<file path="src/rtl/mig_arb_pkg.sv">
// Shared constants for the MIG request arbiter.
// Command encodings follow the MIG app_cmd LSB.
package mig_arb_pkg;

    localparam logic CMD_WRITE = 1'b0;
    localparam logic CMD_READ  = 1'b1;

    localparam logic MST_CPU = 1'b0;
    localparam logic MST_DMA = 1'b1;

endpackage

</file>
<file path="src/rtl/mig_rdtag_fifo.sv">
// In-order FIFO of 1-bit master tags for reads
// that are issued but not yet returned.
module mig_rdtag_fifo #(
    parameter int DEPTH = 8
) (
    input  logic clk_i,
    input  logic rst_i,
    input  logic push_i,
    input  logic din_i,
    input  logic pop_i,
    output logic full_o,
    output logic empty_o,
    output logic head_o
);

    localparam int AW = $clog2(DEPTH);

    logic [DEPTH-1:0] mem_q;
    logic [AW-1:0]    wptr_q, wptr_d;
    logic [AW-1:0]    rptr_q, rptr_d;
    logic [AW:0]      cnt_q, cnt_d;

    // Pointer and occupancy next-state; pointers wrap modulo DEPTH.
    always_comb begin
        wptr_d = wptr_q;
        rptr_d = rptr_q;
        cnt_d  = cnt_q;
        if (push_i) wptr_d = wptr_q + 1'b1;
        if (pop_i)  rptr_d = rptr_q + 1'b1;
        case ({push_i, pop_i})
            2'b10:   cnt_d = cnt_q + 1'b1;
            2'b01:   cnt_d = cnt_q - 1'b1;
            default: cnt_d = cnt_q;
        endcase
    end

    // Pointer and count registers.
    always_ff @(posedge clk_i) begin
        if (rst_i) begin
            wptr_q <= '0;
            rptr_q <= '0;
            cnt_q  <= '0;
        end else begin
            wptr_q <= wptr_d;
            rptr_q <= rptr_d;
            cnt_q  <= cnt_d;
        end
    end

    // Tag storage; contents are don't-care while empty.
    always_ff @(posedge clk_i) begin
        if (push_i) mem_q[wptr_q] <= din_i;
    end

    assign full_o  = (cnt_q == (AW+1)'(DEPTH));
    assign empty_o = (cnt_q == '0);
    assign head_o  = mem_q[rptr_q];

endmodule

</file>
<file path="src/rtl/mig_req_arb.sv">
// Two-master round-robin arbiter for the MIG request path,
// with in-order read-data steering back to the issuing master.
module mig_req_arb
    import mig_arb_pkg::*;
#(
    parameter int RDTAG_DEPTH = 8,
    parameter int ADDR_W      = 32,
    parameter int DATA_W      = 128
) (
    input  logic              mclk,
    input  logic              mrst,
    input  logic              r0_req,
    input  logic              r0_rd_bwt,
    input  logic [ADDR_W-1:0] r0_addr,
    input  logic [DATA_W-1:0] r0_wdata,
    output logic              r0_ack,
    output logic              r0_rvalid,
    output logic [DATA_W-1:0] r0_rdata,
    input  logic              r1_req,
    input  logic              r1_rd_bwt,
    input  logic [ADDR_W-1:0] r1_addr,
    input  logic [DATA_W-1:0] r1_wdata,
    output logic              r1_ack,
    output logic              r1_rvalid,
    output logic [DATA_W-1:0] r1_rdata,
    output logic              req_qwen,
    output logic [ADDR_W-1:0] req_qwaddr,
    output logic              req_qwrd_bwt,
    input  logic              req_wqfull,
    output logic              wdq_wen,
    output logic [DATA_W-1:0] wdq_wdata,
    input  logic              wdq_wqfull,
    output logic              rdq_rnext,
    input  logic              rdq_rqempty,
    input  logic [DATA_W-1:0] rdq_rdata,
    output logic              rd_orphan
);

    logic              elig0, elig1;
    logic              gnt_v, gnt_id;
    logic              rr_q, rr_d;
    logic              sel_rd;
    logic [ADDR_W-1:0] sel_addr;
    logic [DATA_W-1:0] sel_wdata;
    logic              tag_full, tag_empty, tag_head;
    logic              tag_push, tag_pop;
    logic [1:0]        rv_q, rv_d;
    logic [DATA_W-1:0] rdata_q, rdata_d;
    logic              orphan_q, orphan_d;

    // A master is eligible only if every queue it will push can take it.
    always_comb begin
        elig0 = ~mrst & r0_req & ~req_wqfull &
                ((r0_rd_bwt == CMD_READ) ? ~tag_full : ~wdq_wqfull);
        elig1 = ~mrst & r1_req & ~req_wqfull &
                ((r1_rd_bwt == CMD_READ) ? ~tag_full : ~wdq_wqfull);
    end

    // Round-robin pick; the pointer always lands on the loser.
    always_comb begin
        gnt_v  = elig0 | elig1;
        gnt_id = MST_CPU;
        if (elig0 & elig1) gnt_id = rr_q;
        else if (elig1)    gnt_id = MST_DMA;
        rr_d = gnt_v ? ~gnt_id : rr_q;
    end

    // Route the winner's command into the request and write-data queues.
    always_comb begin
        sel_rd    = (gnt_id == MST_DMA) ? r1_rd_bwt : r0_rd_bwt;
        sel_addr  = (gnt_id == MST_DMA) ? r1_addr   : r0_addr;
        sel_wdata = (gnt_id == MST_DMA) ? r1_wdata  : r0_wdata;
        r0_ack       = gnt_v & (gnt_id == MST_CPU);
        r1_ack       = gnt_v & (gnt_id == MST_DMA);
        req_qwen     = gnt_v;
        req_qwaddr   = gnt_v ? sel_addr : '0;
        req_qwrd_bwt = gnt_v & sel_rd;
        wdq_wen      = gnt_v & (sel_rd == CMD_WRITE);
        wdq_wdata    = wdq_wen ? sel_wdata : '0;
        tag_push     = gnt_v & (sel_rd == CMD_READ);
    end

    // Pop a beat only when a tag says who owns it; else flag an orphan.
    always_comb begin
        tag_pop  = ~mrst & ~rdq_rqempty & ~tag_empty;
        rv_d     = '0;
        rdata_d  = rdata_q;
        if (tag_pop) begin
            rv_d[tag_head] = 1'b1;
            rdata_d        = rdq_rdata;
        end
        orphan_d = orphan_q | (~rdq_rqempty & tag_empty);
    end

    // Priority pointer, read-return stage and sticky orphan flag.
    always_ff @(posedge mclk) begin
        if (mrst) begin
            rr_q     <= MST_CPU;
            rv_q     <= '0;
            rdata_q  <= '0;
            orphan_q <= 1'b0;
        end else begin
            rr_q     <= rr_d;
            rv_q     <= rv_d;
            rdata_q  <= rdata_d;
            orphan_q <= orphan_d;
        end
    end

    mig_rdtag_fifo #(
        .DEPTH (RDTAG_DEPTH)
    ) u_tags (
        .clk_i   (mclk),
        .rst_i   (mrst),
        .push_i  (tag_push),
        .din_i   (gnt_id),
        .pop_i   (tag_pop),
        .full_o  (tag_full),
        .empty_o (tag_empty),
        .head_o  (tag_head)
    );

    assign rdq_rnext = tag_pop;
    assign r0_rvalid = rv_q[0];
    assign r1_rvalid = rv_q[1];
    assign r0_rdata  = rdata_q;
    assign r1_rdata  = rdata_q;
    assign rd_orphan = orphan_q;

endmodule

</file>
<file path="config.mk">
export PLATFORM = sky130hd
export DESIGN_NAME = mig_req_arb
export DESIGN_NICKNAME = d
export VERILOG_FILES = /design/src/rtl/mig_arb_pkg.sv /design/src/rtl/mig_rdtag_fifo.sv /design/src/rtl/mig_req_arb.sv
export SDC_FILE = /design/constraint.sdc
export NUM_CORES = 1
export LEC_CHECK = 0
export BUFFER_PORTS_ARGS = -buffer_cell sky130_fd_sc_hd__buf_4
export CORE_AREA = 4 4 345 347
export DETAILED_ROUTE_END_ITERATION = 12
export DIE_AREA = 0 0 349 351
export SLEW_MARGIN = 5
export SYNTH_ARGS = -nofsm -noshare
export SYNTH_HDL_FRONTEND = slang
export SYNTH_SLANG_ARGS = --single-unit
</file>
<file path="constraint.sdc">
create_clock -name mclk -period 3.03 [get_ports mclk]
set_input_delay 0.606 -clock mclk [delete_from_list [all_inputs] [get_ports mclk]]
set_output_delay 0.606 -clock mclk [all_outputs]
set_load 0.01 [all_outputs]
</file>
# Yosys cells after proc, flatten, opt, wreduce, memory -nomap -nowiden
# Cells that the tools add are included.
[word_totals] out_inout_bits=425 latch_bits=0 ff_bits=150 input_bits=457 elab_cells=67 ramBits=0 romBits=0 mem_count=0
[op_classes] n_eq_ne=3 muxes=17 bitwise_logic=25 mul=0 n_reduce_logical=5 div_mod_pow=0 addsub=4 magnitude_cmp=5 shifts=0
[ops] cell="$mux W128" n=2
[ops] cell="$mux W32" n=2
[ops] cell="$and A1 B1 Y1" n=14
[ops] cell="$not A1 Y1" n=9
[ops] cell="$bwmux W8" n=1
[ops] cell="$lt A3 B4 Y1 const B" n=2
[ops] cell="$mux W1" n=8
[ops] cell="$pmux W4 S2" n=1
[ops] cell="$add A3 B1 Y3 const B" n=2
[ops] cell="$add A4 B1 Y4 const B" n=1
[ops] cell="$eq A4 B4 Y1 const B" n=1
[ops] cell="$logic_not A4 Y1" n=1
[ops] cell="$sub A4 B1 Y4 const B" n=1
[ops] cell="$bmux W1 S3" n=1
[ops] cell="$demux W1 S3" n=1
[ops] cell="$ge A3 B1 Y1 const B" n=1
[ops] cell="$eq A2 B1 Y1 const B" n=1
[ops] cell="$eq A2 B2 Y1 const B" n=1
[ops] cell="$logic_and A1 B1 Y1" n=2
[ops] cell="$lt A1 B2 Y1 const B" n=1
[ops] cell="$or A1 B1 Y1" n=2
[ops] cell="$reduce_bool A2 Y1" n=1
[ops] cell="$reduce_or A2 Y1" n=1
[ops] cell="$demux W1 S1" n=1
[ops] cell="$ge A1 B1 Y1 const B" n=1

# Depth between registers and ports, before layout
[depth] word_depth=10 ltp_mapped=13 depth_no_buf=10

# Cells and area by module
# From an unflattened synthesis, not the netlist that was laid out.
[unflattened] hier_cells=1286 hier_area_um2=9311.4
[by_module_without_submodules] module="mig_req_arb" seq_area_each_um2=2642.5 instances=1 cells_per_inst=1208 area_per_inst_um2=8438.1
[by_module_without_submodules] module="mig_rdtag_fifo" seq_area_each_um2=440.4 instances=1 cells_per_inst=78 area_per_inst_um2=873.3

# Worst setup path before layout
# OpenSTA, ideal clock, no wires.
[synth_timing] path_type="input -> register" startpoint="input mrst" endpoint="register u_tags.cnt_q[2]" path_buffers=3 setup_time_ps=70 slack_ps=-20 required_ps=2960 arrival_ps=2980 stages=13 cell_sequence="buf_2 > or3b_1 > buf_2 > nor2_1 > o21ai_0 > clkbuf_1 > ha_1 > xor2_1 > ha_1 > a21oi_1 > xor2_1 > or3_1 > a21oi_1"
[synth_between] elab_chain_len=10 word_cells_on_any_way=19 cone_classes="2 x eq/ne; 4 x mux; 12 x bitwise; 1 x reduce/logical"
[synth_rtl] item="start, declared" line_no="mig_req_arb.sv:11" text="input logic mrst,"
[synth_rtl] item="$not A1 Y1" line_no="mig_req_arb.sv:53, mig_req_arb.sv:55, mig_req_arb.sv:85"
[synth_rtl] item="$and A1 B1 Y1 (on tied branches) (3 in series)" line_no="mig_req_arb.sv:55, mig_req_arb.sv:53"
[synth_rtl] item="$mux W1 or $and A1 B1 Y1 (tied branches)" line_no="mig_req_arb.sv:64, mig_req_arb.sv:63"
[synth_rtl] item="$mux W1" line_no="mig_req_arb.sv:63" text="if (elig0 & elig1) gnt_id = rr_q;"
[synth_rtl] item="$mux W1" line_no="mig_req_arb.sv:70" text="sel_rd = (gnt_id == MST_DMA) ? r1_rd_bwt : r0_rd_bwt;"
[synth_rtl] item="$and A1 B1 Y1" line_no="mig_req_arb.sv:80" text="tag_push = gnt_v & (sel_rd == CMD_READ);"
[synth_rtl] item="$eq A2 B1 Y1 or $eq A2 B2 Y1 (tied branches)" line_no="mig_rdtag_fifo.sv:30" text="case ({push_i, pop_i})"
[synth_rtl] item="$pmux W4 S2 or $reduce_bool A2 Y1 (tied branches)"
[synth_rtl] item="end signal, assigned" line_no="mig_rdtag_fifo.sv:46" text="cnt_q <= cnt_d;"
[synth_rtl] item="end, declared" line_no="mig_rdtag_fifo.sv:21" text="logic [AW:0] cnt_q, cnt_d;"
# Parallel ways exist; a longest one is shown, timed or not.
# A chain may end at the register's enable or synchronous reset.

# Final worst setup path
[layout_timing] startpoint="input mrst" endpoint="output wdq_wdata[101]"
[layout_between] elab_chain_len=10 word_cells_on_any_way=16 cone_classes="5 x mux; 11 x bitwise"
[layout_rtl] item="$not A1 Y1 (*)" line_no="mig_req_arb.sv:53, mig_req_arb.sv:55"
[layout_rtl] item="$and A1 B1 Y1 (on tied branches) (3 in series)" line_no="mig_req_arb.sv:55, mig_req_arb.sv:53"
[layout_rtl] item="$mux W1 or $and A1 B1 Y1 (tied branches)" line_no="mig_req_arb.sv:64, mig_req_arb.sv:63"
[layout_rtl] item="$mux W1" line_no="mig_req_arb.sv:63"
[layout_rtl] item="$mux W1" line_no="mig_req_arb.sv:70"
[layout_rtl] item="$not A1 Y1" line_no="mig_req_arb.sv:78" text="wdq_wen = gnt_v & (sel_rd == CMD_WRITE);"
[layout_rtl] item="$and A1 B1 Y1" line_no="mig_req_arb.sv:78"
[layout_rtl] item="$mux W128 (*)" line_no="mig_req_arb.sv:79" text="wdq_wdata = wdq_wen ? sel_wdata : '0;"
[layout_rtl] item="end, declared" line_no="mig_req_arb.sv:31" text="output logic [DATA_W-1:0] wdq_wdata,"
# Every way passes the cells marked *; elsewhere a longest branch is shown, timed or not.

==> metrics.md <==
| Metric | Value |
|---|---|
| Outcome | finished, violations left |
| Failing checks | setup timing |
| Area Growth Syn to Fin | 106% |
| Global route hottest layer | met2 |
| CP delay by family, top | buffers and inverters |
| PwrDens | 332 nW/µm² |
| Mapped Avg Cell Area | roughly 7.2 µm² |
| First-pass GRT wire length | ~110000 µm |
| Most common cell after layout, fill and taps aside | buf_4 |
| Yosys warning count | 0 |
| CTS tree | built |
| Post-Layout Cell Count | ~3600 |
| Hold slack | 378 ps |
| R2R Path End | u_tags.cnt_q[2] |
| WP buf/inv | 6 |
| Worst slew pin tran | ~850 ps |
| HP Class | primary input to flop |
| Vias in the first global route | approximately 12000 |
| Post-layout nets | around 2500 |
| Setup-failing EPs final | 141 |
| Asr flop ratio synth | 0% |
| Worst r2r src | rr_q |
| Peak VDD IR | 0.000319 V |
| Slew Limit Fails | 0 |
| Post-synth EDFFs | 8 |
| Met1 Use GR | 14.8% |
| Startpoint types | primary input |
| Die Y | 351 µm |
| # DRC | 0 |
| Clock sinks | 150 |
| RSZ-0062 raised after global routing | true |
| Fin Clk Skew | ~18 ps |
| Hold Path End | r0_rdata[108] |
| Die X | approximately 350 µm |
| DR iter-0 viols | between 800 and 900 |
| Post-DP HPWL | just over 70000 µm |
| Setup TNS | -8450 ps |
| Via count | about 13000 |
| Hold_sp | rdq_rdata[108] |
| Global Route met3 Usage | approximately 5.5% |
| # rows | between 100 and 150 |
| Gr usage total | 12.7% |
| GP Congestion | around 0.95 |
| GR Layer Usage met2 | between 20% and 30% |
| Net Count, Synth | 1778 |
| Critical Path Sink Type | primary output |
| Clock Path Buffers | 2 |
| Maximum fanout along the worst path | 7 |
| Share of the synthesized area in the top cell type | roughly 30% |
| Largest net degree at the start of global routing | roughly 130 |
| Commonest non-fill, non-tap cells in the layout | 915 x buf_4, 261 x nand2_1, 138 x dfxtp_1 |
| Max Clk Rate | 311 MHz |
| Area leader, netlist | dfxtp_1 |
| CP dominant cell by count | buf_4 |
| FF-to-FF setup slack | ~370 ps |
| Max_cap viols | 0 |
| Share of synthesized area occupied by flip-flops and latches | around a third |
| Most used DFF post-synth | dfxtp_1 |
| WP depth | 10 |
| Slowest stage delay, CP | 440 ps |
| IO Pins | 882 |
| Die area | 122000 µm² |
| DP Worst Slack | -319 ps |
| Vias per cell | 3.70 |
| PortBufs | around 880 |
| Crit path cell chain | buf_4, or3b_4, a211oi_4, buf_4, clkbuf_16, buf_4, nand3_1, a211oi_2, buf_4, buf_4 |
| Share of cells above drive strength 1 | between 50% and 60% |
| Fill cells | between 10000 and 15000 |
| TritonRoute pass-1 iters | 5 |
| Hold Fails Final Rpt | 0 |
| Core area | approximately 120000 µm² |
| Synthesized area | 9490 µm² |
| WP data arrival | 2610 ps |
| Tcrit/Tclk final | 106% |
| Cts bufs inserted | 17 |
| Reg clk slew, reported paths | 70 ps |
| Initial antenna violation count | 43 |
| Crit path max-delay cell type | or3b_4 |
| Total wire length | approximately 86000 µm |
| Initial core utilization | under 10% |
| WHS Path Cells | 3 |
| Placed cells | ~3500 |
| Total power | 6490 µW |
| CTS root buffer | clkbuf_16 |
| Count of different cell masters after synthesis | 47 |
| Cells after Synth | ~1300 |
| Grt ovf | 0 |
| Critical path type | primary input to primary output |
| Drt wl/cell | 23.7 µm |
| WP data required | approximately 2400 ps |
| Antenna Nets Post-Route | 0 |
| Post-synthesis sequential element count | 150 |
| Synth top area cells | dfxtp_1 30%, nand2_1 10%, buf_4 10%, a211oi_1 10%, a21oi_1 7.1% |
| Post-layout min period | ~3200 ps |
| Static leakage | ~0.0082 µW |
| Setup ws final | -186 ps |
| Clock Latency Late Sink | between 400 and 500 ps |
| # H-tree levels | 4 |
| Worst R2R Path Depth | 9 |
| Slew Limit Headroom | a little over two fifths |
cells in the mapped netlist, types with 2 or more instances:
master / number
a211o_1: 2
a211oi_1: 129
a21oi_1: 134
a22o_1: 31
buf_2: 58
buf_4: 130
clkbuf_1: 73
clkbuf_2: 6
dfxtp_1: 142
edfxtp_1: 8
ha_1: 5
inv_1: 8
mux2i_1: 3
mux4_2: 2
nand2_1: 261
nand2b_1: 2
nand3_1: 132
nor2_1: 14
nor2b_1: 4
nor3_1: 2
nor3b_1: 2
nor4_1: 7
nor4b_1: 3
o21ai_0: 112
o21ai_1: 20
or3b_1: 2
xnor2_1: 2
xor2_1: 3
registers in the layout, summed over array words and instances (netlist names):
name	count
rr_q	1
rv_q	2
u_tags.cnt_q	4
u_tags.mem_q	8
r0_rdata	128
u_tags.rptr_q	3
rd_orphan	1
u_tags.wptr_q	3
logic make-up (layout without fill, tap and decap cells):
kind of cell | after synthesis | count (layout) | share of synthesized area [%]
other | 0 | 18 | 0
multiplexers | 6 | 6 | 0.910
buffers and inverters | 277 | 1047 | 17.0
adder cells (fa/ha/maj) | 5 | 5 | 0.659
AO/OA/AOI/OAI | 438 | 439 | 28.4
AND/OR/NAND/NOR | 435 | 435 | 20.0
XOR/XNOR | 5 | 5 | 0.462
flip-flops | 150 | 150 | 32.5
per-layer routing:
layer  up-vias  part of all wire [%]
met3       139                    10
met4        38                   2.5
met2       793                    48
li1       6083                     -
met1      6392                    39
met5         -                  0.29
metrics by stage:
step           cell area [µm²]  utilization [%]
5_1_grt                  19500             16.8
4_1_cts                  18800             16.2
6_report                 19500             16.9
2_1_floorplan             9490                -
3_5_place_dp             17400             15.0
3_3_place_gp             17400             15.0
worst reg2reg max path, stage by stage (launching register included):
cell,delay [ps]
dfxtp_1,430
o311a_1,430
o21ai_0,450
ha_1,280
xor2_1,160
ha_1,160
a21oi_1,50
xor2_1,150
or3_1,320
a21oi_1,150
layout make-up:
class / count / area, µm² / share of cell area [%]
antenna: 18 / 45.0 / 0.230
clock buffer: 18 / 439 / 2.25
clock inverter: 14 / 185 / 0.947
inverter: 8 / 30.0 / 0.154
multi-input combinational: 890 / 5440 / 27.8
sequential: 150 / 3100 / 15.8
tap: 1524 / 1910 / 9.75
timing repair buffer: 1007 / 8410 / 43.0
power breakdown:
part	internal (µW)	total, µW	switching, µW
registers	2090	2220	124
clock network	1340	2300	964
logic	998	1970	971
total	4430	6490	2060
repair_timing:
action | 4_1_cts | 5_1_grt
cloned | 5 | 10
resized for setup | 140 | 106
hold buffers | 0 | 0
setup endpoints to repair | 161 | 160
pin swaps | 48 | 32
buffers inserted | 13 | 11
how the worst max path moves through the flow:
stage	slack (ps)	from	to
finish	-190	mrst	wdq_wdata[101]
global route	-250	mrst	wdq_wdata[101]
CTS	-200	u_tags.cnt_q[1]	wdq_wdata[44]
floorplan	30	mrst	u_tags.cnt_q[2]
global placement	-310	mrst	wdq_wdata[44]
detailed placement	-320	mrst	wdq_wdata[44]
No activity file was read; power rests on OpenSTA's default activity.
